--- config.mk ---
export PLATFORM = sky130hd
export DESIGN_NAME = count_decoder_mon_flat
export DESIGN_NICKNAME = d
export VERILOG_FILES = /design/src/rtl/count_decoder_mon_if.sv /design/src/rtl/count_decoder_mon.sv /design/src/flat_wrapper.sv
export SDC_FILE = /design/constraint.sdc
export NUM_CORES = 1
export LEC_CHECK = 0
export ABC_CLOCK_PERIOD_IN_PS = 2600
export CORE_UTILIZATION = 60
export DETAILED_ROUTE_END_ITERATION = 8
export DONT_BUFFER_PORTS = 1
export GPL_TIMING_DRIVEN = 0
export PLACE_DENSITY = 0.76
export SLEW_MARGIN = 20
export SYNTH_ARGS = -nofsm -noshare
export SYNTH_HDL_FRONTEND = slang
export SYNTH_SLANG_ARGS = --single-unit
--- constraint.sdc ---
create_clock -name clk_i -period 2.6 [get_ports clk_i]
set_input_delay 0.26 -clock clk_i [delete_from_list [all_inputs] [get_ports clk_i]]
set_output_delay 0.26 -clock clk_i [all_outputs]
set_load 0.02 [all_outputs]
--- src/rtl/count_decoder_mon_if.sv ---
// Interface for the count decoder monitor: counter-side strobe, mode and count in,
// decoded value and sequence-tracking status out.
interface count_decoder_mon_if #(
  parameter int unsigned WIDTH = 3,
  parameter int unsigned ERR_W = 8
) ();
  logic             en;
  logic             mode;
  logic [WIDTH-1:0] count_in;
  logic [WIDTH-1:0] bin_out;
  logic             bin_valid;
  logic             locked;
  logic             seq_err;
  logic [ERR_W-1:0] err_count;

  // Driver side: the counter (or a bench) feeding the monitor.
  modport master (
    output en, mode, count_in,
    input  bin_out, bin_valid, locked, seq_err, err_count
  );

  // Monitor side.
  modport slave (
    input  en, mode, count_in,
    output bin_out, bin_valid, locked, seq_err, err_count
  );
endinterface

--- src/rtl/count_decoder_mon.sv ---
// Decodes a binary/Gray counter stream back to binary and checks that successive samples
// form a +1 sequence, reporting lock, sequence-error pulses and a saturating error count.
module count_decoder_mon #(
  parameter int unsigned WIDTH      = 3,
  parameter int unsigned LOCK_COUNT = 2,
  parameter int unsigned ERR_W      = 8
) (
  input  logic               clk_i,
  input  logic               rst_ni,
  count_decoder_mon_if.slave mon
);

  typedef enum logic [1:0] {StUnlocked, StAcq, StLocked} state_e;

  localparam logic [3:0]       LockTarget = 4'(LOCK_COUNT);
  localparam logic [ERR_W-1:0] ErrMax     = {ERR_W{1'b1}};

  state_e           state_q, state_d;
  logic [WIDTH-1:0] prev_q, prev_d;
  logic [3:0]       match_cnt_q, match_cnt_d;
  logic             mode_q, mode_d;
  logic [WIDTH-1:0] bin_out_q, bin_out_d;
  logic             bin_valid_q, bin_valid_d;
  logic             locked_q, locked_d;
  logic             seq_err_q, seq_err_d;
  logic [ERR_W-1:0] err_count_q, err_count_d;

  logic [WIDTH-1:0] dec;
  logic [WIDTH-1:0] prev_inc;
  logic             inc_ok;
  logic             acc;

  // Gray to binary: each binary bit is the XOR of all Gray bits at or above it.
  always_comb begin
    dec = mon.count_in;
    acc = 1'b0;
    if (mon.mode) begin
      for (int i = int'(WIDTH) - 1; i >= 0; i--) begin
        acc    = acc ^ mon.count_in[i];
        dec[i] = acc;
      end
    end
  end

  assign prev_inc = prev_q + WIDTH'(1);
  assign inc_ok   = (dec == prev_inc);

  always_comb begin
    state_d     = state_q;
    prev_d      = prev_q;
    match_cnt_d = match_cnt_q;
    mode_d      = mode_q;
    bin_out_d   = bin_out_q;
    bin_valid_d = 1'b0;
    locked_d    = locked_q;
    seq_err_d   = 1'b0;
    err_count_d = err_count_q;

    if (mon.en) begin
      bin_out_d   = dec;
      bin_valid_d = 1'b1;
      mode_d      = mon.mode;
      prev_d      = dec;

      if (state_q == StUnlocked) begin
        match_cnt_d = 4'd0;
        state_d     = StAcq;
      end else if (mon.mode != mode_q) begin
        // Encoding changed: resynchronise without flagging an error.
        locked_d    = 1'b0;
        match_cnt_d = 4'd0;
        state_d     = StAcq;
      end else begin
        unique case (state_q)
          StAcq: begin
            if (inc_ok) begin
              match_cnt_d = match_cnt_q + 4'd1;
              if (match_cnt_q + 4'd1 == LockTarget) begin
                locked_d = 1'b1;
                state_d  = StLocked;
              end
            end else begin
              match_cnt_d = 4'd0;
            end
          end
          StLocked: begin
            if (!inc_ok) begin
              seq_err_d   = 1'b1;
              locked_d    = 1'b0;
              match_cnt_d = 4'd0;
              state_d     = StAcq;
              if (err_count_q != ErrMax) begin
                err_count_d = err_count_q + ERR_W'(1);
              end
            end
          end
          default: begin
            state_d = StAcq;
          end
        endcase
      end
    end
  end

  always_ff @(posedge clk_i or negedge rst_ni) begin
    if (!rst_ni) begin
      state_q     <= StUnlocked;
      prev_q      <= '0;
      match_cnt_q <= 4'd0;
      mode_q      <= 1'b0;
      bin_out_q   <= '0;
      bin_valid_q <= 1'b0;
      locked_q    <= 1'b0;
      seq_err_q   <= 1'b0;
      err_count_q <= '0;
    end else begin
      state_q     <= state_d;
      prev_q      <= prev_d;
      match_cnt_q <= match_cnt_d;
      mode_q      <= mode_d;
      bin_out_q   <= bin_out_d;
      bin_valid_q <= bin_valid_d;
      locked_q    <= locked_d;
      seq_err_q   <= seq_err_d;
      err_count_q <= err_count_d;
    end
  end

  assign mon.bin_out   = bin_out_q;
  assign mon.bin_valid = bin_valid_q;
  assign mon.locked    = locked_q;
  assign mon.seq_err   = seq_err_q;
  assign mon.err_count = err_count_q;

endmodule

--- src/flat_wrapper.sv ---
// flat-port wrapper written by rule: the top's interface ports become plain ports
module count_decoder_mon_flat 
#(
  parameter int unsigned WIDTH      = 3,
  parameter int unsigned LOCK_COUNT = 2,
  parameter int unsigned ERR_W      = 8
)
  (clk_i, rst_ni, mon_en, mon_mode, mon_count_in, mon_bin_out, mon_bin_valid, mon_locked, mon_seq_err, mon_err_count);
  count_decoder_mon_if #(.WIDTH(WIDTH), .ERR_W(ERR_W)) mon_i ();
  input  logic clk_i;
  input  logic rst_ni;
  input wire logic [$bits(mon_i.en)-1:0] mon_en;
  input wire logic [$bits(mon_i.mode)-1:0] mon_mode;
  input wire logic [$bits(mon_i.count_in)-1:0] mon_count_in;
  output wire logic [$bits(mon_i.bin_out)-1:0] mon_bin_out;
  output wire logic [$bits(mon_i.bin_valid)-1:0] mon_bin_valid;
  output wire logic [$bits(mon_i.locked)-1:0] mon_locked;
  output wire logic [$bits(mon_i.seq_err)-1:0] mon_seq_err;
  output wire logic [$bits(mon_i.err_count)-1:0] mon_err_count;
  assign mon_i.en = mon_en;
  assign mon_i.mode = mon_mode;
  assign mon_i.count_in = mon_count_in;
  assign mon_bin_out = mon_i.bin_out;
  assign mon_bin_valid = mon_i.bin_valid;
  assign mon_locked = mon_i.locked;
  assign mon_seq_err = mon_i.seq_err;
  assign mon_err_count = mon_i.err_count;
  count_decoder_mon #(.WIDTH(WIDTH), .LOCK_COUNT(LOCK_COUNT), .ERR_W(ERR_W)) u_core (.clk_i(clk_i), .rst_ni(rst_ni), .mon(mon_i));
endmodule
Word level (Yosys, flattened, before mapping)
Index checks and enable logic that the tools add are counted.
{ "classes": {"add_sub_neg": 3, "multipliers": 0, "n_div": 0, "n_lt_le_gt_ge": 0, "eq_ne": 12, "n_shift": 0, "n_mux": 23, "bitwise": 5, "reduce_logical": 7} }
{ "op_table": {"columns": ["op", "count"], "rows": [
  ["4-bit 2-to-1 mux", 4],
  ["2-bit 2-to-1 mux", 6],
  ["6-bit AND reduction", 2],
  ["1-bit 2-to-1 mux", 10],
  ["8-bit by 1-bit adder with 8-bit output, second input constant", 1],
  ["4-bit by 1-bit inequality test with 1-bit output, second input constant", 2],
  ["8-bit inequality test, second input constant", 1],
  ["4-bit case mux with 2 select lines", 1],
  ["3-bit by 1-bit inequality test with 1-bit output, second input constant", 2],
  ["4-bit by 1-bit adder with 4-bit output, second input constant", 1],
  ["4-bit by 2-bit == test with 1-bit output, second input constant", 1],
  ["4-bit inequality test, second input constant", 1],
  ["2-bit case mux with 2 select lines", 1],
  ["4-bit AND reduction", 1],
  ["4-bit nonzero test", 1],
  ["3-bit by 1-bit adder with 3-bit output, second input constant", 1],
  ["3-bit == test", 1],
  ["3-bit inequality test, second input constant", 1],
  ["1-bit inverter", 3],
  ["3-bit AND reduction", 1],
  ["3-bit nonzero test", 1],
  ["2-bit by 1-bit == test with 1-bit output, second input constant", 1],
  ["2-bit == test, second input constant", 1],
  ["2-bit zero test", 1],
  ["other kinds (3)", 4]
]} }
{ "totals": {"reg_bits": 21, "latch_bits": 0, "ramBits": 0, "romBits": 0, "inputBits": 7, "wordCells": 58, "n_memories": 0} }

Depth between registers and ports, before layout
{ "depth": {"depth_word": 9, "depth_mapped": 8, "ltp_nobuf": 8} }

Worst setup path after synthesis
OpenSTA, ideal clock, no wires.
{ "synth_path": {"path_type": "register -> register", "from": "register u_core.prev_q[0]", "to": "register u_core.err_count_q[1] (netlist: u_core.mon.err_count[1])", "setup_time_ps": 128, "arrival_time_ps": 1993, "t_required_ps": 2472, "setup_slack_ps": 480, "path_stages_with_launch": 7, "n_path_buf": 0, "synth_period_minus_slack_ps": 2120, "path_cell_list": "dfrtp_1 ha_1 xor2_1 or2_1 a31o_2 o211ai_4 mux2_1"} }
{ "synth_between": {"elab_chain_cells": 4} }
{ "synth_lines": {"columns": ["element", "line_no", "rtl"], "rows": [
  ["start, declared", "count_decoder_mon.sv:19", "logic [WIDTH-1:0] prev_q, prev_d;"],
  ["start signal, assigned", "count_decoder_mon.sv:118", "prev_q <= prev_d;"],
  ["3-bit by 1-bit adder with 3-bit output", "count_decoder_mon.sv:45", "assign prev_inc = prev_q + WIDTH'(1);"],
  ["3-bit == test", "count_decoder_mon.sv:46", "assign inc_ok = (dec == prev_inc);"],
  ["1-bit inverter (no source line)", null, null],
  ["6-bit AND reduction (no source line)", null, null],
  ["end signal, assigned", "count_decoder_mon.sv:125", "err_count_q <= err_count_d;"],
  ["end, declared", "count_decoder_mon.sv:26", "logic [ERR_W-1:0] err_count_q, err_count_d;"]
]} }
No other way between the ends.
A chain may end at the register's enable or synchronous reset.

Final worst setup path
Same ends and word-level chain as after synthesis.

==> flow_metrics.env <==
export IMPL_arrival_ps=2440
export IMPL_drc=0
export IMPL_rows=16
export IMPL_crit_required_ps=2810
export IMPL_synth_area_per_cell_um2=10.5
export IMPL_total_power_mw=0.730
export IMPL_numPortBuffers=0
export IMPL_holdWs_ps=95.8
export IMPL_grt_pass1_wl_um=3660
export IMPL_cts_sinks=21
export IMPL_die_h_um=48.0
export IMPL_core_um2=1980
export IMPL_start_util_pct=64.0
export IMPL_path_class="reg2reg"
export IMPL_hold_viol=0
export IMPL_cellLeakagePower_nw=0.635
export IMPL_max_clock_freq_ghz=0.448
export IMPL_cts_root_buf="clkbuf_4"
export IMPL_synth_top_cell_area_share_pct=41.5
export IMPL_crit_fanout=7
export IMPL_antenna_found_initial=0
export IMPL_worst_slew_pin_slew_ps=469
export IMPL_final_nets=143
export IMPL_clkTransAtPathRegs_ps=130
export IMPL_post_cts_resized=0
export IMPL_async_flop_share_pct=100
export IMPL_final_setup_tns_ps=0
export IMPL_htreeDepth=1
export IMPL_synth_top_area_cell="dfrtp_1"
export IMPL_grt_pass1_vias=841
export IMPL_grt_overflow=0
export IMPL_drt_iter0_markers=9
export IMPL_final_util_pct=68.4
export IMPL_drt_wirelength_per_cell_um=14.7
export IMPL_power_density_nw_per_um2=538
export IMPL_ys_types=42
export IMPL_status="finished clean"
export IMPL_synth_nets=135
export IMPL_synth_seq_cells=21
export IMPL_mostFrequentLayoutCells="dfrtp_1, xor2_1, nor2_1"
export IMPL_ys_flop_type="dfrtp_1"
export IMPL_cts_tree="yes"
export IMPL_setup_viol=0
export IMPL_fillers=148
export IMPL_track_usage_pct=23.1
export IMPL_die_area_um2=2300
export IMPL_yosys_warnings=0
export IMPL_vias_per_cell=5.80
export IMPL_fin_crit_ps=2230
export IMPL_post_route_period_util_pct=85.8
export IMPL_worstSetupEndpointType="flip-flop"
export IMPL_min_path_type="in2reg"
export IMPL_cts_buffer_depth=2
export IMPL_ant_nets=0
export IMPL_ys_seq_area_share_pct=41.5
export IMPL_syn_to_final_growth_pct=7.01
export IMPL_fp_dieW_um=48.0
export IMPL_drive_above_1_share_pct=14.1
export IMPL_synth_edf_count=0
export IMPL_multi_input_area_um2=704
export IMPL_skew_ps=8.17
export IMPL_maxCapViolCount=0
export IMPL_ff_latch_area_um2=526
export IMPL_vdd_ir_drop_max_v=0.000491
export IMPL_final_common_cell="dfrtp_1"
export IMPL_final_max_slew_viol_count=0
export IMPL_diodes=0
export IMPL_start_kind="flip-flop"
export IMPL_clk_latency_ps=310
export IMPL_cts_made_buffers=3
export IMPL_totalWireLength_um=2290
export IMPL_relSlewSlack_pct=68.8
export IMPL_via_count=899
export IMPL_syn_area_um2=1270
export IMPL_grt_setup_unrepaired="false"
export IMPL_gp_congestion=0.806
export IMPL_grt_start_max_net_pins=22
export IMPL_synth_area_top_cells="dfrtp_1, ha_1, xor2_1"
export IMPL_firstDrtPassIters=5
export IMPL_hpwlAfterDp_um=1700
export IMPL_synth_cells=121
export IMPL_ioPinCount=21
## what timing repair did
| action | CTS | global route |
|---|---|---|
| hold buffers | 2 | 1 |
| hold endpoints to repair | 22 | 21 |
| buffers inserted | 0 | 0 |
## sequential cells by signal, summed over array words and instances (netlist names)
signal and count:
u_core.mode_q 1, u_core.mon.err_count 8, u_core.match_cnt_q 4, u_core.mon.bin_valid 1, u_core.mon.locked 1, u_core.mon.seq_err 1, u_core.prev_q 3, u_core.state_q 2
## per-layer routing
layer	share of wire [%]	GRT usage (%)
met2	52	39.5
met3	2.8	4.53
met4	0.53	5.00
met1	44	30.2
met5	0	0
## kinds of logic after synthesis
kind of cell | synth area share [%]
fa+ha+maj | 6.91
mux | 5.03
buf+inv | 2.96
simple gates | 17.5
xor+xnor | 13.0
compound gates | 13.1
flops | 41.5
## area by class of cell
type,count,area share [%]
buffer,1,0.277
sequential,21,38.7
tap,27,2.49
inverter,9,2.49
clock inverter,1,0.554
clock buffer,3,1.66
timing repair buffer,3,1.85
multi-input combinational,90,51.9
## critical path, stage by stage, from the launching register on
cell	delay, ps
dfrtp_1	530
ha_1	270
xor2_1	180
or2_1	220
a31o_2	300
o211ai_4	280
mux2_1	350
## report_power, final
| group | switching, mW | leakage, nW | internal [mW] | total, mW |
|---|---|---|---|---|
| sequential | 0.0367 | 0.270 | 0.347 | 0.383 |
| clock | 0.108 | 0.0139 | 0.0586 | 0.167 |
| combinational | 0.105 | 0.351 | 0.0748 | 0.180 |
| total | 0.250 | 0.635 | 0.480 | 0.730 |
## per-stage QoR
stage | setup WS [ps] | instances | instance area, µm²
floorplan | 480 | 121 | 1270
global placement | 408 | 148 | 1300
detailed placement | 375 | 148 | 1300
CTS | 365 | 154 | 1350
global route | 299 | 155 | 1360
finish | 369 | 155 | 1360
## worst paths after layout
check | start | to | slack [ps] | cells after the start
worst max register to register | u_core.prev_q[0] | u_core.mon.err_count[1] | 370 | 6
max in group asynchronous | rst_ni | u_core.mon.locked | 1850 | 2
worst min register to register | u_core.match_cnt_q[0] | u_core.match_cnt_q[0] | 550 | 1
worst min-delay path | mon_mode | u_core.mode_q | 100 | 1
min in group asynchronous | rst_ni | u_core.mon.err_count[5] | 420 | 2
worst max-delay path | u_core.prev_q[0] | u_core.mon.err_count[1] | 370 | 6
## synthesized netlist by cell type, types with 3 or more instances
cell and n:
mux2i_1 3, nand2_1 7, a21oi_1 6, nand3_1 4, nor3_1 4, ha_1 7, xor2_1 10, nor2_1 10
dfrtp_1 21, inv_1 9
Power figures use the tool's default switching activity.
